## src/rtl/eth_mdio_c45.sv

```systemverilog
`default_nettype none
// ============================================================================
// Module      : eth_mdio_c45
// Description : MDIO management master for Clause 22 and Clause 45 frames
//               (address / write / read / read-increment). MDC is derived
//               from clk by G_DIV; preamble length is G_PRE_LEN bits. A read
//               whose second turnaround bit is not 0 reports usr_err.
//               Optional: define ETH_MDIO_PRE_SUPPRESS_EN to add the
//               usr_nopre input (skip the preamble per request).
// Revision    : 1.0 - initial release
// ============================================================================
module eth_mdio_c45 #(
    parameter int G_DIV     = 2,
    parameter int G_PRE_LEN = 32
) (
    input  logic        clk,
    input  logic        rst,
    input  logic        usr_start,
    input  logic        usr_c45,
    input  logic [1:0]  usr_op,
    input  logic [4:0]  usr_aphy,
    input  logic [4:0]  usr_areg,
`ifdef ETH_MDIO_PRE_SUPPRESS_EN
    input  logic        usr_nopre,
`endif
    input  logic [15:0] usr_txd,
    output logic [15:0] usr_rxd,
    output logic        usr_done,
    output logic        usr_busy,
    output logic        usr_err,
    output logic        p_out_mdio_t,
    output logic        p_out_mdio,
    input  logic        p_in_mdio,
    output logic        p_out_mdc
);

    localparam int                 c_div_w    = $clog2(2 * G_DIV);
    localparam logic [c_div_w-1:0] c_div_mid  = c_div_w'(G_DIV);
    localparam logic [c_div_w-1:0] c_div_cmt  = c_div_w'(2 * G_DIV - 2);
    localparam logic [c_div_w-1:0] c_div_last = c_div_w'(2 * G_DIV - 1);
    localparam logic [4:0]         c_pre_cnt  = (G_PRE_LEN == 0) ? 5'd0 : 5'(G_PRE_LEN - 1);

    typedef enum logic [2:0] {
        S_IDLE = 3'd0,
        S_PRE  = 3'd1,
        S_HDR  = 3'd2,
        S_TA   = 3'd3,
        S_DATA = 3'd4,
        S_END  = 3'd5,
        S_INV  = 3'd6
    } state_t;

    state_t              r_state;
    state_t              w_state_nxt;
    logic [4:0]          r_bit;
    logic [4:0]          w_bit_nxt;
    logic [c_div_w-1:0]  r_div;
    logic                r_start_d;
    logic [31:0]         r_frame;
    logic                r_rd;
    logic [15:0]         r_rx;
    logic                r_ta_err;
    logic [15:0]         r_rxd;
    logic                r_err;

    logic                w_active;
    logic                w_bit_end;
    logic                w_accept;
    logic                w_inv;
    logic                w_pre_en;

    assign w_active  = (r_state == S_PRE) || (r_state == S_HDR) || (r_state == S_TA) ||
                       (r_state == S_DATA) || (r_state == S_END);
    assign w_bit_end = w_active && (r_div == c_div_last);
    assign w_accept  = (r_state == S_IDLE) && usr_start && !r_start_d;
    // Clause 22 has no meaning for opcodes 00 and 11
    assign w_inv     = !usr_c45 && (usr_op[1] == usr_op[0]);
`ifdef ETH_MDIO_PRE_SUPPRESS_EN
    assign w_pre_en  = (G_PRE_LEN != 0) && !usr_nopre;
`else
    assign w_pre_en  = (G_PRE_LEN != 0);
`endif

    assign usr_rxd = r_rxd;
    assign usr_err = r_err;

    // State, bit counter and MDC phase counter; phase counter idles at 0 so MDC starts low
    always_ff @(posedge clk) begin
        if (rst) begin
            r_state <= S_IDLE;
            r_bit   <= 5'd0;
            r_div   <= '0;
        end else begin
            r_state <= w_state_nxt;
            r_bit   <= w_bit_nxt;
            if (w_active) begin
                r_div <= w_bit_end ? '0 : r_div + c_div_w'(1);
            end else begin
                r_div <= '0;
            end
        end
    end

    // Next state and pad/handshake outputs; outputs decode registered state only
    always_comb begin
        w_state_nxt  = r_state;
        w_bit_nxt    = r_bit;
        usr_busy     = (r_state != S_IDLE);
        usr_done     = 1'b0;
        p_out_mdc    = w_active && (r_div >= c_div_mid);
        p_out_mdio   = 1'b1;
        p_out_mdio_t = 1'b1;
        if (w_bit_end && (r_bit != 5'd0)) begin
            w_bit_nxt = r_bit - 5'd1;
        end
        case (r_state)
            S_IDLE: begin
                if (w_accept) begin
                    if (w_inv) begin
                        w_state_nxt = S_INV;
                    end else if (w_pre_en) begin
                        w_state_nxt = S_PRE;
                        w_bit_nxt   = c_pre_cnt;
                    end else begin
                        w_state_nxt = S_HDR;
                        w_bit_nxt   = 5'd13;
                    end
                end
            end
            S_INV: begin
                usr_done    = 1'b1;
                w_state_nxt = S_IDLE;
            end
            S_PRE: begin
                p_out_mdio_t = 1'b0;
                if (w_bit_end && (r_bit == 5'd0)) begin
                    w_state_nxt = S_HDR;
                    w_bit_nxt   = 5'd13;
                end
            end
            S_HDR: begin
                p_out_mdio_t = 1'b0;
                p_out_mdio   = r_frame[31];
                if (w_bit_end && (r_bit == 5'd0)) begin
                    w_state_nxt = S_TA;
                    w_bit_nxt   = 5'd1;
                end
            end
            S_TA: begin
                p_out_mdio_t = r_rd;
                p_out_mdio   = r_rd | r_frame[31];
                if (w_bit_end && (r_bit == 5'd0)) begin
                    w_state_nxt = S_DATA;
                    w_bit_nxt   = 5'd15;
                end
            end
            S_DATA: begin
                p_out_mdio_t = r_rd;
                p_out_mdio   = r_rd | r_frame[31];
                if (w_bit_end && (r_bit == 5'd0)) begin
                    w_state_nxt = S_END;
                    w_bit_nxt   = 5'd0;
                end
            end
            S_END: begin
                if (w_bit_end) begin
                    usr_done    = 1'b1;
                    w_state_nxt = S_IDLE;
                end
            end
            default: begin
                w_state_nxt = S_IDLE;
            end
        endcase
    end

    // Request latch, frame shifter, read sampling and end-of-op status commit
    always_ff @(posedge clk) begin
        if (rst) begin
            r_start_d <= 1'b0;
            r_frame   <= 32'd0;
            r_rd      <= 1'b0;
            r_rx      <= 16'd0;
            r_ta_err  <= 1'b0;
            r_rxd     <= 16'd0;
            r_err     <= 1'b0;
        end else begin
            r_start_d <= usr_start;
            if (w_accept) begin
                r_frame <= {(usr_c45 ? 2'b00 : 2'b01), usr_op, usr_aphy, usr_areg, 2'b10, usr_txd};
                r_rd    <= usr_op[1];
                r_err   <= w_inv;
            end else if (w_bit_end && ((r_state == S_HDR) || (r_state == S_TA) || (r_state == S_DATA))) begin
                r_frame <= {r_frame[30:0], 1'b0};
            end
            // Sample in the cycle MDC rises
            if (w_active && (r_div == c_div_mid)) begin
                if ((r_state == S_TA) && (r_bit == 5'd0)) begin
                    r_ta_err <= p_in_mdio;
                end
                if (r_state == S_DATA) begin
                    r_rx <= {r_rx[14:0], p_in_mdio};
                end
            end
            // Commit so status is visible in the usr_done cycle
            if ((r_state == S_END) && (r_div == c_div_cmt)) begin
                if (r_rd) begin
                    r_rxd <= r_rx;
                    r_err <= r_ta_err;
                end else begin
                    r_err <= 1'b0;
                end
            end
        end
    end

endmodule
`default_nettype wire

```

## config.mk

```make
export PLATFORM = sky130hd
export DESIGN_NAME = eth_mdio_c45
export DESIGN_NICKNAME = d
export VERILOG_FILES = /design/src/rtl/eth_mdio_c45.sv
export SDC_FILE = /design/constraint.sdc
export NUM_CORES = 1
export LEC_CHECK = 0
export ABC_AREA = 1
export BUFFER_PORTS_ARGS = -buffer_cell sky130_fd_sc_hd__buf_4
export CORE_MARGIN = 3
export CORE_UTILIZATION = 40
export DETAILED_ROUTE_END_ITERATION = 12
export PLACE_DENSITY = 0.64
export SLEW_MARGIN = 20
export SYNTH_ARGS = -nofsm -noshare
export SYNTH_HDL_FRONTEND = slang
export SYNTH_SLANG_ARGS = --single-unit
```

## constraint.sdc

```tcl
create_clock -name clk -period 1.62 [get_ports clk]
set_input_delay 0.162 -clock clk [delete_from_list [all_inputs] [get_ports clk]]
set_output_delay 0.162 -clock clk [all_outputs]
set_load 0.02 [all_outputs]
```

==> metrics.md, run 1 <==
| Metric | Value |
|---|---|
| Count leader, synth | `nand2_1` |
| Post-Synthesis Cells | `510` |
| Antenna cells | `0` |
| GRT Util Overall | `15.9%` |
| Critical Path End Type | `output port` |
| # H-tree levels | `3` |
| Clock latency at the later pin of the worst-skew pair | `360 ps` |
| Per-cell routed wire length | `12.3 um` |
| Failing checks | `setup timing` |
| Nets | `615` |
| Max_slew headroom | `62.2%` |
| Max Cap Viol | `0` |
| Die width | `104 um` |
| Number of synthesized flops with an enable pin | `0` |
| Tcrit/Tclk final | `101%` |
| Detailed Place HPWL | `5620 um` |
| DR iter-0 viols | `136` |
| Status | `finished, violations left` |
| Max-slew violations | `0` |
| Port Buffer Count | `54` |
| Critical path class | `reg -> out` |
| First-pass GRT wire length | `14300 um` |
| Async SR Flop Fraction | `0%` |
| Sequential fraction of the synthesis area | `41.0%` |
| Final Wtd Congestion | `0.841` |
| Sequential Area | `1570 um2` |
| VDD IR max | `0.000607 V` |
| Pre-antenna DRT Iters | `6` |
| Yosys warnings | `0` |
| Final Core Density | `54.2%` |
| Final min period | `1630 ps` |
| Post-route ant nets | `0` |
| Die H | `104 um` |
| Largest net degree at the start of global routing | `57` |
| Multi-input gate area | `1830 um2` |
| Min Hold Slack | `74.4 ps` |
| Main synth FF type | `dfxtp_1` |
| CTS tree | `yes` |
| Setup TNS | `-23.7 ps` |
| Crit Path Max Fanout | `7` |
| DIE AREA | `10700 um2` |
| CTS max path bufs | `2` |
| Crit start category | `register` |
| Worst min path class | `in -> reg` |
| Filler cells | `845` |
| Routed vias | `3332` |
| Clock sink total | `78` |
| Synth Net Count | `546` |
| Final worst setup slack | `-10.7 ps` |
| Synthesized area | `3810 um2` |
| Post-synth top cells | `nand2_1 (81), dfxtp_1 (78), inv_1 (77), nor2_1 (53), nand2_2 (31)` |
| Row count | `34` |
| Yosys top cell by area | `dfxtp_1` |
| Core area | `8980 um2` |
| CP required | `1460 ps` |
| Antenna violations before repair | `0` |
| Synth top area share | `41.0%` |
| Cts bufs inserted | `9` |
| DRC viols | `0` |
| Final Hold Fails | `0` |
| Unrepaired setup endpoints after global routing | `yes` |
| Fmax achieved | `613 MHz` |
| Final setup viols | `5` |
| Slew @ Worst Pin | `566 ps` |
| Area growth, synth to finish | `27.7%` |
| Initial core utilization | `42.4%` |
| DR vias/cell | `4.69` |
| # IOs | `55` |
| Synth cell types | `35` |
| Layout cells sized above 1 | `33.7%` |
| Lkg Pwr | `1.87 nW` |
| Yosys reg bits | `78` |
| Worst-path clk slew | `90 ps` |
| Clock root buffer | `clkbuf_8` |
| WL final | `8750 um` |
| Number of global-route vias before repair | `3133` |
| Top post-synthesis cells by area | `dfxtp_1 (41%), nand2_1 (8.0%), inv_1 (7.6%)` |
| Global route total overflow | `0` |
| Clk_skew | `10.5 ps` |
| Data arrival time at the worst-slack endpoint | `1470 ps` |
| Syn avg cell area | `7.46 um2` |
| PD cells | `1270 nW/um2` |
## layout by cell type, fill, tap and decap left out, types with 14 or more instances in the layout
| master | n |
|---|---|
| nand2_2 | 34 |
| o21ai_0 | 14 |
| nand2_1 | 78 |
| a21oi_1 | 27 |
| buf_4 | 67 |
| nand3_1 | 23 |
| nor2_1 | 52 |
| a21oi_2 | 30 |
| dfxtp_1 | 74 |
| o21ai_1 | 27 |
| inv_1 | 75 |
## layout make-up
class,instances,share of cell area [%]
clock inverters,7,1.31
well taps,126,3.24
flip-flops and latches,78,32.4
multi-input cells,324,37.6
repair buffers,84,16.2
clock buffers,9,2.55
inverters,82,6.74
## logic make-up after synthesis
group	Yosys count	share of synthesized area, %
xor+xnor	2	0.460
simple gates	207	26.0
fa+ha+maj	3	0.986
flops	78	41.0
buf+inv	108	13.4
compound gates	112	18.1
## state kept, by name, summed over array words and instances (netlist names)
register	flops
r_rx	16
r_ta_err	1
usr_rxd	16
r_frame	32
r_bit	5
r_start_d	1
r_state	3
r_div	2
r_rd	1
usr_err	1
## final timing paths
| path | to | cells after the start | slack [ps] | startpoint |
|---|---|---|---|---|
| worst max register to register | r_frame[13] | 9 | 0 | r_state[1] |
| worst min-delay path | r_frame[0] | 3 | 70 | usr_txd[0] |
| worst max-delay path | p_out_mdio | 7 | -10 | r_state[1] |
| worst min register to register | r_rx[15] | 2 | 470 | r_rx[15] |
## where the power goes
part	total (mW)	leakage (nW)	internal (mW)	switching, mW
Sequential	2.36	0.636	2.16	0.208
Combinational	2.43	1.15	1.01	1.42
Clock	1.40	0.0903	0.590	0.811
Total	6.19	1.87	3.76	2.44
## per-layer routing
metal | vias up | wire length [um] | GRT usage [%] | share of wire, %
met1 | 1512 | 4040 | 19.8 | 46
met4 | 0 | 179 | 7.50 | 2.0
met3 | 12 | 294 | 2.86 | 3.4
li1 | 1742 | - | - | -
met2 | 66 | 4230 | 26.6 | 48
met5 | - | 0 | 0 | 0
## timing repair
action,4_1_cts,5_1_grt
setup endpoints to repair,5,46
pin swaps,2,4
setup buffers,7,4
hold buffers,1,0
cloned,0,4
hold endpoints to repair,1,0
gates resized for setup,15,35
## per-stage QoR
step	cells	area [um2]	total power, mW	setup slack, ps
after CTS	702	4650	5.99	-29.7
after global routing	710	4860	6.59	-98.1
after global placement	678	4350	4.34	65.4
final	710	4860	6.19	-10.7
after detailed placement	678	4350	4.38	21.5
after floorplan	510	3810	3.92	153
## critical path: stages, from the launching register on
cell and delay (ps):
dfxtp_4 400, nor2_4 180, nand2_8 90, o21ai_4 70, inv_1 50, nor2_1 90
nand2_1 90, buf_6 140
No activity file was read; power rests on OpenSTA's default activity.
==> inputs of run 2 (changes only) <==
CORE_UTILIZATION = 55   (was 40)
PLACE_DENSITY = 0.82   (was 0.64)
==> run 2 against run 1 <==
Against the previous run:
- the run still ends with setup timing left
- sequential power about the same
- via count increased by 0.84%
- first-iteration DRC count increased by 31%
- power about the same
- non-clock buffer count decreased by 8
- fmax about the same
- worst setup slack improved by 0.56 ps
- clock power increased by 9%
==> metrics.md, run 2 (synthesis gave the netlist of run 1 again) <==
| Metric | Value |
|---|---|
| Status | `finished, violations left` |
| Failing checks | `setup timing` |
| Commonest cells after routing, fill and taps aside | `nand2_1 (77), dfxtp_1 (74), inv_1 (73), buf_4 (67), nor2_1 (52)` |
| Worst-path clk slew | `90 ps` |
| Clock latency at the later pin of the worst-skew pair | `350 ps` |
| Final setup viols | `1` |
| Filler cells | `523` |
| CTS max path bufs | `2` |
| Fmax achieved | `613 MHz` |
| Pwr Total | `6.19 mW` |
| Multi-input gate area | `1810 um2` |
| Port Buffer Count | `54` |
| CTS Hold Bufs | `0` |
| Clk_skew | `7.99 ps` |
| Critical Path End Type | `output port` |
| Largest net degree at the start of global routing | `32` |
| Die width | `89.2 um` |
| Nets | `607` |
| Setup TNS | `-10.1 ps` |
| Min Hold Slack | `29.3 ps` |
| Commonest non-fill, non-tap cell in the layout | `nand2_1` |
| Cts bufs inserted | `9` |
| Critical path class | `reg -> out` |
| Placed Area | `4270 um2` |
| First-pass GRT wire length | `13400 um` |
| Area growth, synth to finish | `22.1%` |
| # H-tree levels | `3` |
| Antenna cells | `0` |
| DRC viols | `0` |
| GRT Util Overall | `21.4%` |
| Clock root buffer | `clkbuf_8` |
| Tcrit/Tclk final | `101%` |
| Crit Path Max Fanout | `7` |
| Final Wtd Congestion | `0.882` |
| Lkg Pwr | `1.82 nW` |
| Pre-antenna DRT Iters | `5` |
| DIE AREA | `7950 um2` |
| Final worst setup slack | `-10.1 ps` |
| Worst min path class | `in -> reg` |
| Per-cell routed wire length | `12.5 um` |
| Max Cap Viol | `0` |
| Reg with most FFs | `r_frame` |
| Post-route ant nets | `0` |
| Data arrival time at the worst-slack endpoint | `1470 ps` |
| Global route total overflow | `0` |
| Clock sink total | `78` |
| DR iter-0 viols | `178` |
| CTS tree | `yes` |
| Layout cells sized above 1 | `32.5%` |
| Routed vias | `3360` |
| Max-slew violations | `0` |
| Max_slew headroom | `60.9%` |
| WL final | `8180 um` |
| CP required | `1460 ps` |
| Final Hold Fails | `0` |
| Initial core utilization | `58.3%` |
| Crit start category | `register` |
| PD cells | `1330 nW/um2` |
| DR vias/cell | `5.15` |
| Die H | `89.2 um` |
| Final min period | `1630 ps` |
| DP Cell Count | `629` |
| Number of global-route vias before repair | `3091` |
| # IOs | `55` |
| Core area | `6530 um2` |
| Layout Cells excl Fill | `653` |
| Sequential Area | `1570 um2` |
| Slew @ Worst Pin | `586 ps` |
| Antenna violations before repair | `0` |
| VDD IR max | `0.000761 V` |
| Row count | `29` |
| Fin area | `4650 um2` |
| Max reg flops | `32` |
| Unrepaired setup endpoints after global routing | `yes` |
| Detailed Place HPWL | `5460 um` |
## run 2: changes by cell type in the layout (fill, tap and decap cells not counted), moves of 2 or more
cell,change
nand2_4,+2
clkbuf_16,-3
inv_1,-2
o21ai_0,+4
inv_6,+2
inv_2,+4
inv_4,-2
inv_8,-2
o21ai_2,-4
buf_6,-3
## run 2: routing by layer
| metal | up-vias | global-route usage, % | part of all wire [%] |
|---|---|---|---|
| met4 | 0 | 7.58 | 1.8 |
| met3 | 14 | 4.24 | 4.3 |
| met5 | - | 0 | 0 |
| met2 | 77 | 37.2 | 50 |
| li1 | 1729 | - | - |
| met1 | 1540 | 26.3 | 44 |
## run 2: worst paths after layout
path | from | to | cells after the start | slack [ps]
setup / recovery | r_state[1] | p_out_mdc | 7 | -10
hold / removal | usr_start | r_start_d | 3 | 30
setup reg to reg | r_div[1] | usr_err | 7 | 100
hold reg to reg | r_div[0] | r_div[0] | 1 | 460
## run 2: stage by stage
step / utilization [%] / setup slack (ps)
floorplan: - / 153
global placement: 65.3 / 83.3
detailed placement: 65.3 / 36.3
CTS: 69.3 / 0.298
global route: 71.1 / -96.6
finish: 71.1 / -10.1
## run 2: critical path: stages (launching register included)
cell and delay (ps):
dfxtp_4 390, nor2_4 140, nand2_4 80, buf_12 130, nand3_4 110, o21ai_2 80, inv_1 70, buf_6 110
## run 2: repair_timing
item | 4_1_cts | 5_1_grt
buffers inserted | 3 | 5
resized for setup | 12 | 24
endpoints found under the setup margin | 5 | 63
pin swaps | 1 | 4
## run 2: layout make-up
| type | instances | share of cell area (%) |
|---|---|---|
| Timing Repair Buffer | 76 | 14.0 |
| Clock buffer | 9 | 2.67 |
| Multi-Input combinational cell | 324 | 38.9 |
| Inverter | 82 | 6.89 |
| Sequential cell | 78 | 33.8 |
| Clock inverter | 7 | 1.72 |
| Tap cell | 77 | 2.07 |
## run 2: where the power goes
part / total, mW / internal (mW) / switching, mW
clock network: 1.52 / 0.736 / 0.781
registers: 2.35 / 2.15 / 0.197
logic: 2.32 / 0.949 / 1.37
total: 6.19 / 3.84 / 2.35
